**config.mk**
```make
export PLATFORM = sky130hd
export DESIGN_NAME = i2s_dac_tx
export DESIGN_NICKNAME = d
export VERILOG_FILES = /design/src/rtl/audio_pkg.sv /design/src/rtl/edge_sync.sv /design/src/rtl/i2s_dac_tx.sv
export SDC_FILE = /design/constraint.sdc
export NUM_CORES = 1
export LEC_CHECK = 0
export CAP_MARGIN = 10
export CORE_ASPECT_RATIO = 1.5
export CORE_MARGIN = 1
export CORE_UTILIZATION = 48
export CTS_BUF_LIST = sky130_fd_sc_hd__clkbuf_16
export DETAILED_ROUTE_END_ITERATION = 7
export PLACE_DENSITY = 0.72
export SYNTH_ARGS = -nofsm -noshare
export SYNTH_HDL_FRONTEND = slang
export SYNTH_SLANG_ARGS = --single-unit
```
**constraint.sdc**
```tcl
create_clock -name CLOCK_50 -period 1.95 [get_ports CLOCK_50]
set_input_delay 0.39 -clock CLOCK_50 [delete_from_list [all_inputs] [get_ports CLOCK_50]]
set_output_delay 0.39 -clock CLOCK_50 [all_outputs]
set_load 0.02 [all_outputs]
```
**src/rtl/audio_pkg.sv**
```systemverilog
// Shared audio-path types: sample width and the stereo pair payload.
package audio_pkg;

  localparam int unsigned AUDIO_W = 32;

  typedef struct packed {
    logic signed [AUDIO_W-1:0] l;
    logic signed [AUDIO_W-1:0] r;
  } stereo_sample_t;

endpackage

```
**src/rtl/edge_sync.sv**
```systemverilog
// Two-flop synchroniser for an asynchronous codec clock pin, with registered
// one-cycle rise/fall flags (asserted 3 clk cycles after the pin edge).
module edge_sync (
  input  logic clk,
  input  logic reset,
  input  logic async_i,
  output logic rise_o,
  output logic fall_o
);

  logic meta_q;
  logic sync_q;
  logic prev_q;
  logic rise_q;
  logic fall_q;

  always_ff @(posedge clk) begin
    if (reset) begin
      meta_q <= 1'b0;
      sync_q <= 1'b0;
      prev_q <= 1'b0;
      rise_q <= 1'b0;
      fall_q <= 1'b0;
    end else begin
      meta_q <= async_i;
      sync_q <= meta_q;
      prev_q <= sync_q;
      rise_q <= sync_q & ~prev_q;
      fall_q <= ~sync_q & prev_q;
    end
  end

  assign rise_o = rise_q;
  assign fall_o = fall_q;

endmodule

```
**src/rtl/i2s_dac_tx.sv**
```systemverilog
// I2S DAC transmitter: one-pair holding register feeding an MSB-first serialiser
// slaved to codec-driven BCLK/DACLRCK, with a 1-BCLK delay slot after each LRCK edge.
module i2s_dac_tx
  import audio_pkg::*;
#(
  parameter int unsigned DATA_WIDTH  = AUDIO_W,
  parameter int unsigned SAMPLE_BITS = 24
) (
  input  logic                         CLOCK_50,
  input  logic                         reset,
  input  logic signed [DATA_WIDTH-1:0] sample_L,
  input  logic signed [DATA_WIDTH-1:0] sample_R,
  input  logic                         sample_valid,
  output logic                         sample_ready,
  input  logic                         AUD_BCLK,
  input  logic                         AUD_DACLRCK,
  output logic                         AUD_DACDAT,
  output logic                         underrun
);

  localparam int unsigned SB    = SAMPLE_BITS;
  localparam int unsigned CNT_W = $clog2(SB + 1);

  logic bclk_rise_unused;
  logic bclk_fall;
  logic lrck_rise;
  logic lrck_fall;

  edge_sync u_bclk_sync (
    .clk     (CLOCK_50),
    .reset   (reset),
    .async_i (AUD_BCLK),
    .rise_o  (bclk_rise_unused),
    .fall_o  (bclk_fall)
  );

  edge_sync u_lrck_sync (
    .clk     (CLOCK_50),
    .reset   (reset),
    .async_i (AUD_DACLRCK),
    .rise_o  (lrck_rise),
    .fall_o  (lrck_fall)
  );

  stereo_sample_t           hold_q,     hold_d;
  logic                     ready_q,    ready_d;
  logic signed [AUDIO_W-1:0] active_r_q, active_r_d;
  logic [SB-1:0]            shift_q,    shift_d;
  logic [CNT_W-1:0]         bit_idx_q,  bit_idx_d;
  logic                     synced_q,   synced_d;
  logic                     dacdat_q,   dacdat_d;
  logic                     underrun_q, underrun_d;

  // Low-order bits are dropped by truncation to the codec word length.
  logic [2*(AUDIO_W-SB)-1:0] trunc_unused;
  assign trunc_unused = {hold_q.l[AUDIO_W-SB-1:0], active_r_q[AUDIO_W-SB-1:0]};

  always_ff @(posedge CLOCK_50) begin
    if (reset) begin
      hold_q     <= '0;
      ready_q    <= 1'b1;
      active_r_q <= '0;
      shift_q    <= '0;
      bit_idx_q  <= '0;
      synced_q   <= 1'b0;
      dacdat_q   <= 1'b0;
      underrun_q <= 1'b0;
    end else begin
      hold_q     <= hold_d;
      ready_q    <= ready_d;
      active_r_q <= active_r_d;
      shift_q    <= shift_d;
      bit_idx_q  <= bit_idx_d;
      synced_q   <= synced_d;
      dacdat_q   <= dacdat_d;
      underrun_q <= underrun_d;
    end
  end

  always_comb begin
    hold_d     = hold_q;
    ready_d    = ready_q;
    active_r_d = active_r_q;
    shift_d    = shift_q;
    bit_idx_d  = bit_idx_q;
    synced_d   = synced_q;
    dacdat_d   = dacdat_q;
    underrun_d = 1'b0;

    // Capture only into an empty holding register; a full one is drained at LRCK fall.
    if (sample_valid && ready_q) begin
      hold_d.l = AUDIO_W'(sample_L);
      hold_d.r = AUDIO_W'(sample_R);
      ready_d  = 1'b0;
    end

    if (lrck_fall) begin
      synced_d = 1'b1;
      if (!ready_q) begin
        active_r_d = hold_q.r;
        shift_d    = hold_q.l[AUDIO_W-1 -: SB];
        ready_d    = 1'b1;
      end else begin
        active_r_d = '0;
        shift_d    = '0;
        underrun_d = 1'b1;
      end
    end else if (lrck_rise) begin
      shift_d = synced_q ? active_r_q[AUDIO_W-1 -: SB] : '0;
    end

    // An LRCK edge claims any coincident BCLK fall as the I2S delay slot.
    if (lrck_fall || lrck_rise) begin
      bit_idx_d = '0;
      dacdat_d  = 1'b0;
    end else if (bclk_fall) begin
      if (bit_idx_q < CNT_W'(SB)) begin
        dacdat_d  = shift_q[SB-1];
        shift_d   = {shift_q[SB-2:0], 1'b0};
        bit_idx_d = bit_idx_q + CNT_W'(1);
      end else begin
        dacdat_d = 1'b0;
      end
    end
  end

  assign sample_ready = ready_q;
  assign AUD_DACDAT   = dacdat_q;
  assign underrun     = underrun_q;

endmodule

```
==> metrics.cfg <==
[sta]
slew_headroom = 0.6477
rsz0062_at_grt = no
period_minus_slack_ns = 1.721
fin_crit_sh = 0.8825
max_freq_ghz = 0.5811
holdWs_ns = 0.4093
setup_viol = 0
hold_violations = 0
setup_tns_ns = 0
finClkSkew_ns = 0.005941
tightest_slew_ns = 0.5285
slew_viol_final = 0

[cells_and_area]
fill_cells = 833
fin_nets = 674
drive_gt1_frac = 0.1021
utilization = 0.6197
area.growth.synth_to_final_pct = 25.14
final_area_mm2 = 0.006005
antennaDiodeCount = 0

[yosys]
synth_area_leaders = dfxtp_1 48%, nand2_1 9.5%, a21oi_1 7.8%, nand2b_1 6.3%, a311oi_2 5.9%
async_flop_share = 0
yosys.area.top_type = dfxtp_1
syn_avg_cell_area_um2 = 8.418
yosysTopAreaCellShare = 0.4756
synthTopCellsByCount = 122 x nand2_1, 114 x dfxtp_1, 75 x a21oi_1, 48 x nand2b_1, 42 x clkbuf_1
syn_inst = 570
synthesis.nets = 640
yosysUniqueCellTypes = 31
synth_flop_cell = dfxtp_1
synth_edf_count = 0
yosysMostFrequentCell = nand2_1
ys_seq_area_frac = 0.4756
netlist_area_mm2 = 0.004798
synth_seq_cells = 114
yosysWarningCount = 0

[routing]
vias_per_cell = 5.474
ant_nets = 0
wl_met2_um = 5136
routed_wl_um = 10370
wl_per_cell_um = 14.17
wl_met1_um = 4721
vias = 4007
drc = 0
first_pass_iters = 4
drtIter0Drc = 305
top_layer = met4
wl_met3_um = 349

[setup_path]
worst_setup_path_start_kind = flop
slowest_delay_ns = 0.61
cp.required_ns = 1.56
worst_setup_path_end_kind = primary output
arrival_ns = 1.33
crit_slowest_cell = clkdlybuf4s50_1
crit_fanout = 2
path_class = flop to primary output
critical_path.cell_chain = clkdlybuf4s50_1
cp_num_buf_inv = 1
cp_top_family = buffers and inverters

[placement]
hpwlAfterDp_um = 6273
place.gp.congestion = 0.7962
io_buffers = 55
post_dp_cell_area_mm2 = 0.005429

[floorplan]
start_util = 0.4952
die-area_mm2 = 0.01041
die_w_um = 83.64
io_pins = 72
dieHeight_um = 124.5
rows = 44
core_area_mm2 = 0.009689

[clock_tree]
cts_tree = done
cts_max_level = 4
clock_path_buffers = 2
root_buffer = clkbuf_16
clkTransAtPathRegs_ns = 0.05
cts_hold_buf = 0
clkLatencyLatePin_ns = 0.40
cts_made_buffers = 17
cts_resized = 0
post_cts_buffers = 0
clock-sinks = 114

[global_routing]
grt_max_degree = 52
grt_pass1_vias = 3920
grt-ovfl-total = 0
grt_pass1_wl_um = 17850
antenna_found_initial = 0
gr-usage-all-layers = 0.2117

[power_and_ir_drop]
powerDensity_mw_per_mm2 = 972.4
power_leakage_nw = 2.112
peakVddDrop_mv = 0.9751
p_total_mw = 5.839

[outcome]
status = finished, final reports clean

[flow_run]
maxCapViolCount = 0

[min_path]
min_path_type = flop to flop

through the flow:
| stage | worst slack, ns | instances |
|---|---|---|
| finish | 0.2291 | 732 |
| detailed placement | 0.3551 | 700 |
| CTS | 0.2128 | 732 |
| global route | 0.1629 | 732 |
| floorplan | 0.5132 | 570 |
| global placement | 0.3881 | 700 |
cell families (layout without fill, tap and decap cells):
logic type,count (synthesis),count (layout),synth area share
AO/OA/AOI/OAI,128,128,0.1919
XOR/XNOR,1,1,0.001826
adder cells (fa/ha/maj),1,1,0.002607
buffers and inverters,58,105,0.05111
flip-flops,114,114,0.4756
multiplexers,1,1,0.002086
AND/OR/NAND/NOR,267,267,0.2748
where the power goes:
part	internal (mW)	total (mW)	leakage [nW]	switching, mW
clock	1.97	2.98	0.291	1.01
combinational	0.203	0.403	0.892	0.201
sequential	2.41	2.46	0.928	0.0425
registers in the layout, summed over array words and instances (netlist names):
register and flops:
u_bclk_sync.sync_q 1, bit_idx_q 5, u_lrck_sync.rise_o 1, active_r_q 24, shift_q 24, sample_ready 1
u_bclk_sync.meta_q 1, u_lrck_sync.meta_q 1, hold_q 48, AUD_DACDAT 1, u_lrck_sync.prev_q 1, u_bclk_sync.fall_o 1
u_bclk_sync.prev_q 1, u_lrck_sync.sync_q 1, u_lrck_sync.fall_o 1, synced_q 1, underrun 1
area by class of cell:
type / count / area, µm² / share of cell area
Inverter: 4 / 15.01 / 0.002501
Clock buffer: 17 / 425.4 / 0.07085
Tap cell: 115 / 143.9 / 0.02396
Clock inverter: 15 / 150.1 / 0.02501
Sequential cell: 114 / 2283 / 0.3803
Timing Repair Buffer: 69 / 715.7 / 0.1192
Multi-Input combinational cell: 398 / 2271 / 0.3782
layer usage:
| layer | global-route usage | vias up |
|---|---|---|
| met2 | 0.3539 | 78 |
| met1 | 0.2560 | 1919 |
| met3 | 0.06030 | 13 |
| met5 | 0 | - |
| met4 | 0.07976 | 0 |
| li1 | - | 1997 |
layout by cell type, fill, tap and decap left out, drive strengths merged, types with 2 or more instances in the layout:
master	Yosys	routed
o21ai	2	2
nor3b	2	2
a21oi	75	75
dfxtp	114	114
nor3	23	23
nand3	25	25
a311oi	23	23
nand2b	48	48
clkbuf	42	17
a21o	23	23
or3	3	3
nor2b	8	8
bufinv	0	3
or2	2	2
clkdlybuf4s50	0	54
nand3b	24	24
buf	12	15
clkinv	0	9
nor2	8	8
inv	4	6
nand2	122	122
worst paths after layout:
check                     startpoint                 end  slack, ns  cells after the start
setup / recovery        sample_ready        sample_ready       0.23                      1
hold reg to reg   u_bclk_sync.sync_q  u_bclk_sync.fall_o       0.41                      1
hold / removal    u_bclk_sync.sync_q  u_bclk_sync.fall_o       0.41                      1
setup reg to reg  u_bclk_sync.fall_o          shift_q[1]       0.36                      4
Note: power is estimated with default switching activity, not from simulation.
